<file path="config.mk">
export PLATFORM = sky130hd
export DESIGN_NAME = exec_stage_mc
export DESIGN_NICKNAME = d
export VERILOG_FILES = /design/src/rtl/exec_stage_mc.sv
export SDC_FILE = /design/constraint.sdc
export NUM_CORES = 1
export LEC_CHECK = 0
export BUFFER_PORTS_ARGS = -buffer_cell sky130_fd_sc_hd__buf_4
export CORE_MARGIN = 1
export CORE_UTILIZATION = 40
export CTS_BUF_LIST = sky130_fd_sc_hd__clkbuf_8
export CTS_CLUSTER_DIAMETER = 80
export CTS_CLUSTER_SIZE = 16
export DETAILED_ROUTE_END_ITERATION = 10
export HOLD_SLACK_MARGIN = 0.05
export PLACE_DENSITY_LB_ADDON = 0.1
export SLEW_MARGIN = 40
export SYNTH_ARGS = -nofsm -noshare
export SYNTH_HDL_FRONTEND = slang
export SYNTH_SLANG_ARGS = --single-unit
</file>
<file path="constraint.sdc">
create_clock -name clk -period 11.81 [get_ports clk]
set_input_delay 2.362 -clock clk [delete_from_list [all_inputs] [get_ports clk]]
set_output_delay 2.362 -clock clk [all_outputs]
set_load 0.01 [all_outputs]
</file>
<file path="src/rtl/exec_stage_mc.sv">
// Execute stage with E->M pipeline register, operand forwarding and branch resolve.
// Define EXEC_STAGE_MC_MULDIV_EN to build in the iterative MUL/DIVU/REMU unit (codes 9-11).
module exec_stage_mc #(
  parameter int unsigned XLEN = 32,
  parameter int unsigned RA_W = 5
) (
  input  logic            clk,
  input  logic            rst,
  input  logic            valid_e,
  input  logic            flush_e,
  input  logic            reg_write_e,
  input  logic            mem_write_e,
  input  logic            result_src_e,
  input  logic            alu_src_e,
  input  logic            branch_e,
  input  logic            branch_ne_e,
  input  logic [3:0]      alu_ctrl_e,
  input  logic [XLEN-1:0] rd1_e,
  input  logic [XLEN-1:0] rd2_e,
  input  logic [XLEN-1:0] imm_ext_e,
  input  logic [XLEN-1:0] pc_e,
  input  logic [XLEN-1:0] pc_plus4_e,
  input  logic [RA_W-1:0] rd_e,
  input  logic [XLEN-1:0] result_w,
  input  logic [1:0]      fwd_a_e,
  input  logic [1:0]      fwd_b_e,
  output logic            busy_e,
  output logic            pc_src_e,
  output logic [XLEN-1:0] pc_target_e,
  output logic            valid_m,
  output logic            reg_write_m,
  output logic            mem_write_m,
  output logic            result_src_m,
  output logic [RA_W-1:0] rd_m,
  output logic [XLEN-1:0] pc_plus4_m,
  output logic [XLEN-1:0] write_data_m,
  output logic [XLEN-1:0] alu_result_m
);

  localparam int unsigned ShW = $clog2(XLEN);

  localparam logic [3:0] OpAdd  = 4'd0;
  localparam logic [3:0] OpSub  = 4'd1;
  localparam logic [3:0] OpAnd  = 4'd2;
  localparam logic [3:0] OpOr   = 4'd3;
  localparam logic [3:0] OpSlt  = 4'd4;
  localparam logic [3:0] OpXor  = 4'd5;
  localparam logic [3:0] OpSll  = 4'd6;
  localparam logic [3:0] OpSrl  = 4'd7;
  localparam logic [3:0] OpSra  = 4'd8;
  localparam logic [3:0] OpMul  = 4'd9;
  localparam logic [3:0] OpDivu = 4'd10;
  localparam logic [3:0] OpRemu = 4'd11;

  logic [XLEN-1:0] src_a;
  logic [XLEN-1:0] fwd_b;
  logic [XLEN-1:0] src_b;
  logic [XLEN-1:0] alu_out;
  logic [XLEN-1:0] alu_result;
  logic [ShW-1:0]  shamt;
  logic            zero;
  logic            load_ok;

  always_comb begin
    case (fwd_a_e)
      2'b01:   src_a = result_w;
      2'b10:   src_a = alu_result_m;
      default: src_a = rd1_e;
    endcase
    case (fwd_b_e)
      2'b01:   fwd_b = result_w;
      2'b10:   fwd_b = alu_result_m;
      default: fwd_b = rd2_e;
    endcase
  end

  assign src_b = alu_src_e ? imm_ext_e : fwd_b;
  assign shamt = src_b[ShW-1:0];

  always_comb begin
    alu_out = '0;
    case (alu_ctrl_e)
      OpAdd:   alu_out = src_a + src_b;
      OpSub:   alu_out = src_a - src_b;
      OpAnd:   alu_out = src_a & src_b;
      OpOr:    alu_out = src_a | src_b;
      OpSlt:   alu_out = {{(XLEN-1){1'b0}}, ($signed(src_a) < $signed(src_b))};
      OpXor:   alu_out = src_a ^ src_b;
      OpSll:   alu_out = src_a << shamt;
      OpSrl:   alu_out = src_a >> shamt;
      OpSra:   alu_out = $signed(src_a) >>> shamt;
      default: alu_out = '0;
    endcase
  end

`ifdef EXEC_STAGE_MC_MULDIV_EN
  typedef enum logic [1:0] {StIdle, StRun, StDone} state_e;

  localparam logic [ShW-1:0] CntLast = ShW'(XLEN - 1);

  state_e          state_q, state_d;
  logic [ShW-1:0]  cnt_q, cnt_d;
  // acc: product or partial remainder; opa: multiplicand or dividend/quotient; opb: multiplier or divisor
  logic [XLEN-1:0] acc_q, acc_d;
  logic [XLEN-1:0] opa_q, opa_d;
  logic [XLEN-1:0] opb_q, opb_d;
  logic            is_mul_q, is_mul_d;
  logic            is_rem_q, is_rem_d;
  logic            muldiv;
  logic [XLEN:0]   rem_sh;
  logic            rem_ge;
  logic [XLEN-1:0] rem_diff;
  logic [XLEN-1:0] md_result;

  assign muldiv = (alu_ctrl_e == OpMul) || (alu_ctrl_e == OpDivu) || (alu_ctrl_e == OpRemu);

  // Restoring step; a zero divisor always subtracts, giving all-ones quotient and dividend remainder.
  assign rem_sh   = {acc_q, opa_q[XLEN-1]};
  assign rem_ge   = rem_sh >= {1'b0, opb_q};
  assign rem_diff = rem_sh[XLEN-1:0] - opb_q;

  always_comb begin
    state_d  = state_q;
    cnt_d    = cnt_q;
    acc_d    = acc_q;
    opa_d    = opa_q;
    opb_d    = opb_q;
    is_mul_d = is_mul_q;
    is_rem_d = is_rem_q;
    unique case (state_q)
      StIdle: begin
        if (valid_e && muldiv) begin
          state_d  = StRun;
          cnt_d    = '0;
          acc_d    = '0;
          opa_d    = src_a;
          opb_d    = src_b;
          is_mul_d = (alu_ctrl_e == OpMul);
          is_rem_d = (alu_ctrl_e == OpRemu);
        end
      end
      StRun: begin
        if (is_mul_q) begin
          if (opb_q[0]) acc_d = acc_q + opa_q;
          opa_d = opa_q << 1;
          opb_d = opb_q >> 1;
        end else begin
          acc_d = rem_ge ? rem_diff : rem_sh[XLEN-1:0];
          opa_d = {opa_q[XLEN-2:0], rem_ge};
        end
        cnt_d = cnt_q + 1'b1;
        if (cnt_q == CntLast) state_d = StDone;
      end
      StDone:  state_d = StIdle;
      default: state_d = StIdle;
    endcase
    if (flush_e) state_d = StIdle;
  end

  always_ff @(posedge clk) begin
    if (rst) begin
      state_q  <= StIdle;
      cnt_q    <= '0;
      acc_q    <= '0;
      opa_q    <= '0;
      opb_q    <= '0;
      is_mul_q <= 1'b0;
      is_rem_q <= 1'b0;
    end else begin
      state_q  <= state_d;
      cnt_q    <= cnt_d;
      acc_q    <= acc_d;
      opa_q    <= opa_d;
      opb_q    <= opb_d;
      is_mul_q <= is_mul_d;
      is_rem_q <= is_rem_d;
    end
  end

  assign md_result  = (is_mul_q || is_rem_q) ? acc_q : opa_q;
  assign alu_result = (state_q == StDone) ? md_result : alu_out;
  assign busy_e     = ~flush_e & (((state_q == StIdle) & valid_e & muldiv) | (state_q == StRun));
`else
  assign alu_result = alu_out;
  assign busy_e     = 1'b0;
`endif

  assign zero        = (alu_result == '0);
  assign pc_target_e = pc_e + imm_ext_e;
  assign pc_src_e    = valid_e & ~flush_e & branch_e & (zero ^ branch_ne_e);

  // A stalled or flushed cycle loads a bubble into M.
  assign load_ok = valid_e & ~flush_e & ~busy_e;

  always_ff @(posedge clk) begin
    if (rst) begin
      valid_m      <= 1'b0;
      reg_write_m  <= 1'b0;
      mem_write_m  <= 1'b0;
      result_src_m <= 1'b0;
      rd_m         <= '0;
      pc_plus4_m   <= '0;
      write_data_m <= '0;
      alu_result_m <= '0;
    end else begin
      valid_m      <= load_ok;
      reg_write_m  <= load_ok & reg_write_e;
      mem_write_m  <= load_ok & mem_write_e;
      result_src_m <= load_ok & result_src_e;
      rd_m         <= rd_e;
      pc_plus4_m   <= pc_plus4_e;
      write_data_m <= fwd_b;
      alu_result_m <= alu_result;
    end
  end

endmodule

</file>
==> metrics.txt, run 1 <==
switching power share of the total=53.5%; via/cell ratio=6.72; launching element type of the critical path=input pin; status=complete, no violations; share of cells above drive strength 1=19.9%; CTS max path bufs=2; worst skew pair latency=0.42 ns; Seq cells post-synth=105; arrival time at the worst endpoint=8.72 ns; Synth Warn #=0; GP Congestion=1.11; total track usage=42.7%; fmax=90.2 MHz; post-synthesis sequential area ratio=14.0%; Post-synth ARST share=0%; Core Util, Final=49.4%; num ports=354; syn nets=2,457; Synth Flop Type=dfxtp_1; Crit. Startpoint=fwd_a_e[0]; Layout area overhead=21.1%; Slew headroom=31.6%; clock transition at the registers of the reported paths=0.10 ns; CP Capture Type=primary output; skew final=0.0239 ns; Max VDD drop=0.0000613 V; Worst EP required=9.45 ns; synth unique cells=94; Psw=0.00114 W; core area=36,700 um2; Slowest-stage cell, CP=o21ai_1; clock network power share=10.8%; HPWL Detailed=68,800 um; row count=70; Pint=0.000991 W; combinational power share=69.4%; initial core utilization=40.8%; max-cap violations=0; EDFF count, synth=0; mapped cell area=15,000 um2; total clock sinks=105; slowest stage delay, CP=0.66 ns; Final TNS setup=0 ns; vias in the first global route=17,831; slew at the pin closest to its max-slew limit=1.02 ns; Setup WS post-layout=0.726 ns; Critical Path Most Common Cell=buf_4; most common cell after layout, fill and taps aside=buf_4; Post-CTS Setup Bufs=0; first-pass GRT wire length=121,000 um; initial antenna violation count=4; Die ar.=38,200 um2; Total Wirelength=85,000 um; Die H=195 um; most frequent cells in the layout=400 x buf_4, 238 x nor2_1, 160 x o21ai_0; syn avg cell area=7.10 um2; filler instances=3,725; pin count of the biggest net entering global routing=67; Critical R2R Launch=alu_result_m[1]; ANT nets after route=0; DR DRC count=0; Critical Path Fanout Max=25; Die Width=195 um; H-tree Lvls=3; Congestion Overflow GR=0; terminus of the critical flop-to-flop path=alu_result_m[30]; critical path capture point=pc_src_e; 1st-pass router iterations=7; R2R setup slack=6.14 ns; routed len/inst=29.8 um; crit path cell chain=buf_4 > inv_1 > ha_1 > inv_2 > o21ai_1 > inv_1 > ha_1 > nor4_1 > buf_4 > nor4b_2 > o211ai_1 > nand2_1 > o21ai_0 > a211o_1 > a21oi_1 > and4_1 > and4_1 > nand4_1 > nor4_2 > mux2i_1 > buf_4; worst hold path class=reg2reg; unrepaired setup endpoints after global routing=false; Seq pwr share=19.7%; total number of vias=19,186; post-CTS sizing=0; Hold Vio Cnt, Final=0; Reg2Reg Depth=16; setup violators final=0; hold-fix buffers at CTS=0; Final Max Slew Viols=0; initial DRC count=2,404; Final period util=93.9%; cts bufs inserted=9; CTS tree=built; Leak=8.10 nW; Synth Instances=2,107; cell area power density=118 nW/um2; final std cells w/o fill=2,855; DP Worst Slack=0.900 ns; fin crit period=11.08 ns; PortBufs=352; critical path type=in2out; Root Buffer=clkbuf_8; Storage cell area=2100 um2; area of the multi-input gates=11,800 um2; fin nets=2,727; Placed Cells=2,834
sequential cells by signal, summed over array words and instances, names as in the netlist:
signal and count:
alu_result_m 32, mem_write_m 1, pc_plus4_m 32, rd_m 5, reg_write_m 1, result_src_m 1, valid_m 1, write_data_m 32
power groups by stage:
stage	Combinational [W]	Clock [W]	Sequential, W
finish	0.00148	0.000231	0.000421
global route	0.00155	0.000247	0.000423
CTS	0.00141	0.000234	0.000419
detailed placement	0.00141	0	0.000427
global placement	0.00141	0	0.000426
floorplan	0.000852	0	0.000432
stage by stage:
step | instance area (um2) | hold slack, ns | power [W]
2_1_floorplan | 15000 | 0.673 | 0.00128
3_3_place_gp | 17900 | 0.669 | 0.00183
3_5_place_dp | 17900 | 0.705 | 0.00183
4_1_cts | 18100 | 0.730 | 0.00207
5_1_grt | 18100 | 0.793 | 0.00222
6_report | 18100 | 0.723 | 0.00213
metal layers:
metal	track usage, %	up-vias	routed length [um]
met2	64.6	1425	36300
met1	55.7	9097	33800
met3	10.3	238	10100
met5	0	-	0
met4	22.9	0	4850
li1	-	8426	-
synthesized netlist by cell type, drive strengths merged, types with 9 or more instances:
| cell | count | area (um2) |
|---|---|---|
| a21o | 23 | 173 |
| o211ai | 28 | 210 |
| a21oi | 122 | 614 |
| o21a | 19 | 143 |
| mux2i | 100 | 1000 |
| nand2 | 152 | 578 |
| o31ai | 14 | 105 |
| ha | 132 | 1650 |
| o21bai | 13 | 97.6 |
| nand2b | 26 | 163 |
| nor2b | 53 | 332 |
| inv | 114 | 430 |
| o221ai | 20 | 199 |
| buf | 59 | 354 |
| nand3 | 38 | 190 |
| or2 | 9 | 58.8 |
| clkbuf | 82 | 308 |
| nor4 | 11 | 75.1 |
| nor2 | 240 | 901 |
| o21ai | 206 | 1060 |
| xnor2 | 25 | 219 |
| a211oi | 42 | 320 |
| o22ai | 71 | 444 |
| dfxtp | 105 | 2100 |
| a22oi | 37 | 278 |
| and2 | 32 | 200 |
| a221o | 61 | 611 |
| or3 | 13 | 81.3 |
| a221oi | 18 | 158 |
| nor3 | 49 | 250 |
| a31oi | 21 | 131 |
logic make-up (layout without fill, tap and decap cells):
group	Yosys count	in the layout	synth area share, %
AOI/OAI and AO/OA	798	798	36.6
xor gates and xnor gates	32	32	1.87
adders and majority gates	135	135	11.4
buffers and inverters	256	531	7.32
DFF	105	105	14.0
muxes	106	106	7.16
other	1	6	0.0251
and+or+nand+nor	674	674	21.5
final cells by class:
cell class                 instances  area share, %
clock buffer                       9          0.683
sequential                       105           11.6
tap                              468           3.23
multi-input combinational       1746           65.1
clock inverter                     7          0.352
antenna                            5         0.0690
timing repair buffer             400           16.6
inverter                         115           2.40
worst max-delay path, delay by kind of cell:
kind | cells | cell delay, ns
adders and majority gates | 2 | 0.99
and+or+nand+nor | 7 | 2.11
buffers and inverters | 6 | 1.01
AOI/OAI and AO/OA | 5 | 1.98
muxes | 1 | 0.24
worst min path at each step:
stage	startpoint	endpoint	cells past startpoint
final	alu_result_m[29]	write_data_m[29]	3
after detailed placement	alu_result_m[29]	write_data_m[29]	3
after floorplan	alu_result_m[1]	write_data_m[1]	2
after CTS	alu_result_m[29]	write_data_m[29]	3
after global placement	alu_result_m[29]	write_data_m[29]	3
after global routing	alu_result_m[26]	write_data_m[26]	3
Power figures use the tool's default switching activity.
==> inputs of run 2 (changes only) <==
- clock period: 11.81 -> 9.2 ns (I/O delays scaled with it)
==> metrics.txt, run 2 (synthesis gave the netlist of run 1 again) <==
status=complete, no violations; CP top delay family=compound AO/OA/AOI/OAI gates; 1st-pass router iterations=8 (+1); Congestion Overflow GR=0 (unchanged); number of diodes=0 (-5); worst hold path class=reg2reg; GP Congestion=1.07 (-4.4%); Layout area overhead=26.2%; initial core utilization=40.8% (unchanged); Final period util=98.3%; most common cell after layout, fill and taps aside=buf_4; share of cells above drive strength 1=23.2% (+3.3 points); slew at the pin closest to its max-slew limit=0.944 ns (-0.0743 ns); Psw=0.00153 W (+34%); Die ar.=38,200 um2 (unchanged); Total Power=0.00288 W (+35%); Die H=195 um (unchanged); initial DRC count=2,708 (+13%); PortBufs=352 (unchanged); most frequent cells in the layout=487 x buf_4, 237 x nor2_1, 161 x o21ai_0; Total Wirelength=87,600 um (+3.0%); max-cap violations=0 (unchanged); fmax=111 MHz; total number of vias=19,796 (+3.2%); Critical Path Fanout Max=16 (-36%); met1 wire length=32,900 um (-2.8%); core area=36,700 um2 (unchanged); Root Buffer=clkbuf_8; vias in the first global route=18,689 (+4.8%); total clock sinks=105 (unchanged); final std cells w/o fill=2,941 (+3.0%); CTS tree=built; ANT nets after route=0 (unchanged); clock transition at the registers of the reported paths=0.13 ns (+0.03 ns); skew final=0.0217 ns (-0.00217 ns); metal3 WL=10,700 um (+6.0%); Hold Vio Cnt, Final=0 (unchanged); first-pass GRT wire length=125,000 um (+3.0%); critical path type=in2out; crit path cell chain=buf_4 > inv_1 > ha_2 > buf_4 > buf_4 > a221o_1 > o21ai_0 > o21ai_1 > inv_1 > ha_1 > or3_1 > o221ai_1 > a21bo_2 > o221a_2 > a21oi_2 > and2_1 > nor4bb_1 > o31ai_1 > nor4_1 > nand4_1 > nor4_2 > mux2i_1 > buf_4; H-tree Lvls=3 (unchanged); initial antenna violation count=2 (-2); CP Capture Type=primary output; slowest stage delay, CP=0.39 ns (-0.27 ns); setup violators final=0 (unchanged); routed len/inst=29.8 um (about the same); launching element type of the critical path=input pin; hold-fix buffers at CTS=0 (unchanged); Largest regs=alu_result_m (32), pc_plus4_m (32), write_data_m (32); Pint=0.00136 W (+37%); arrival time at the worst endpoint=7.20 ns (-1.52 ns); filler instances=3,681 (-1.2%); pin count of the biggest net entering global routing=54 (-19%); Critical Path Most Common Cell=buf_4; Slew headroom=36.4% (+4.7 points); switching power share of the total=53.0% (-0.47 points); cell area power density=153 nW/um2 (+30%); num ports=354 (unchanged); Slowest-stage cell, CP=or3_1; total track usage=44.0% (+1.3 points); clock network power share=10.8% (about the same); worst skew pair latency=0.44 ns (+0.02 ns); row count=70 (unchanged); WL met2=38,500 um (+6.0%); max layer used=met4; DR DRC count=0 (unchanged); WP buf/inv=6 (unchanged); Max VDD drop=0.0000684 V (+12%); via/cell ratio=6.73 (+0.16%); Placed Cells=2,923 (+3.1%); CTS max path bufs=2 (unchanged); Final Max Slew Viols=0 (unchanged); Leak=8.55 nW (+5.6%); Die Width=195 um (unchanged); DP Worst Slack=-0.0798 ns (-0.979 ns); cts bufs inserted=9 (unchanged); unrepaired setup endpoints after global routing=false; fin nets=2,818 (+3.3%); HPWL Detailed=71,300 um (+3.6%); Worst EP required=7.36 ns (-2.09 ns); fin crit period=9.04 ns; Seq pwr share=18.7% (-1.0 points); combinational power share=70.5% (+1.1 points); Setup WS post-layout=0.160 ns (-0.565 ns)
-- run 2: metrics by stage --
stage | hold slack (ns) | instance area (um2) | TNS (ns) | util, %
6_report | 0.711 | 18900 | 0 | 51.5
5_1_grt | 0.794 | 18900 | 0 | 51.5
4_1_cts | 0.712 | 18800 | 0 | 51.3
3_5_place_dp | 0.694 | 18600 | -0.0798 | 50.7
3_3_place_gp | 0.682 | 18600 | 0 | 50.6
2_1_floorplan | 0.673 | 15000 | 0 | -
-- run 2: layer usage --
metal | vias up | global-route usage [%]
met3 | 308 | 11.3
met5 | - | 0
met4 | 0 | 24.7
met1 | 9361 | 54.1
li1 | 8608 | -
met2 | 1519 | 69.6
-- run 2: power by group through the flow --
| stage | clock, W | sequential [W] | combinational (W) |
|---|---|---|---|
| final | 0.000312 | 0.000540 | 0.00203 |
| after global routing | 0.000331 | 0.000541 | 0.00212 |
| after CTS | 0.000315 | 0.000536 | 0.00194 |
| after detailed placement | 0 | 0.000547 | 0.00193 |
| after global placement | 0 | 0.000546 | 0.00192 |
| after floorplan | 0 | 0.000554 | 0.00109 |
-- run 2: path summary, 6_finish.rpt --
check                                      start          endpoint  slack (ns)  depth (start not counted)
worst min register to register  alu_result_m[26]  write_data_m[26]        0.71                          3
worst max-delay path                  fwd_b_e[1]          pc_src_e        0.16                         23
worst max register to register   alu_result_m[1]  alu_result_m[31]        4.30                         17
worst min-delay path            alu_result_m[26]  write_data_m[26]        0.71                          3
-- run 2: cell type report --
class                   count  area, um2  area share [%]
multi-input cells        1746      11800            62.7
clock inverters             7       83.8           0.444
inverters                 115        434            2.30
repair buffers            491       3720            19.7
clock buffers               9        124           0.656
flip-flops and latches    105       2100            11.1
well taps                 468        586            3.10
-- run 2: what timing repair did --
| item | 4_1_cts | 5_1_grt |
|---|---|---|
| resized for setup | 3 | 20 |
| pin swaps | 0 | 2 |
| setup endpoints to repair | 1 | 1 |
| buffers inserted | 0 | 2 |
-- run 2: tightest hold or removal path, stage by stage (launching register included) --
cell and delay [ns]:
dfxtp_1 0.38, a221o_1 0.14, o21ai_0 0.09, nor2_1 0.08
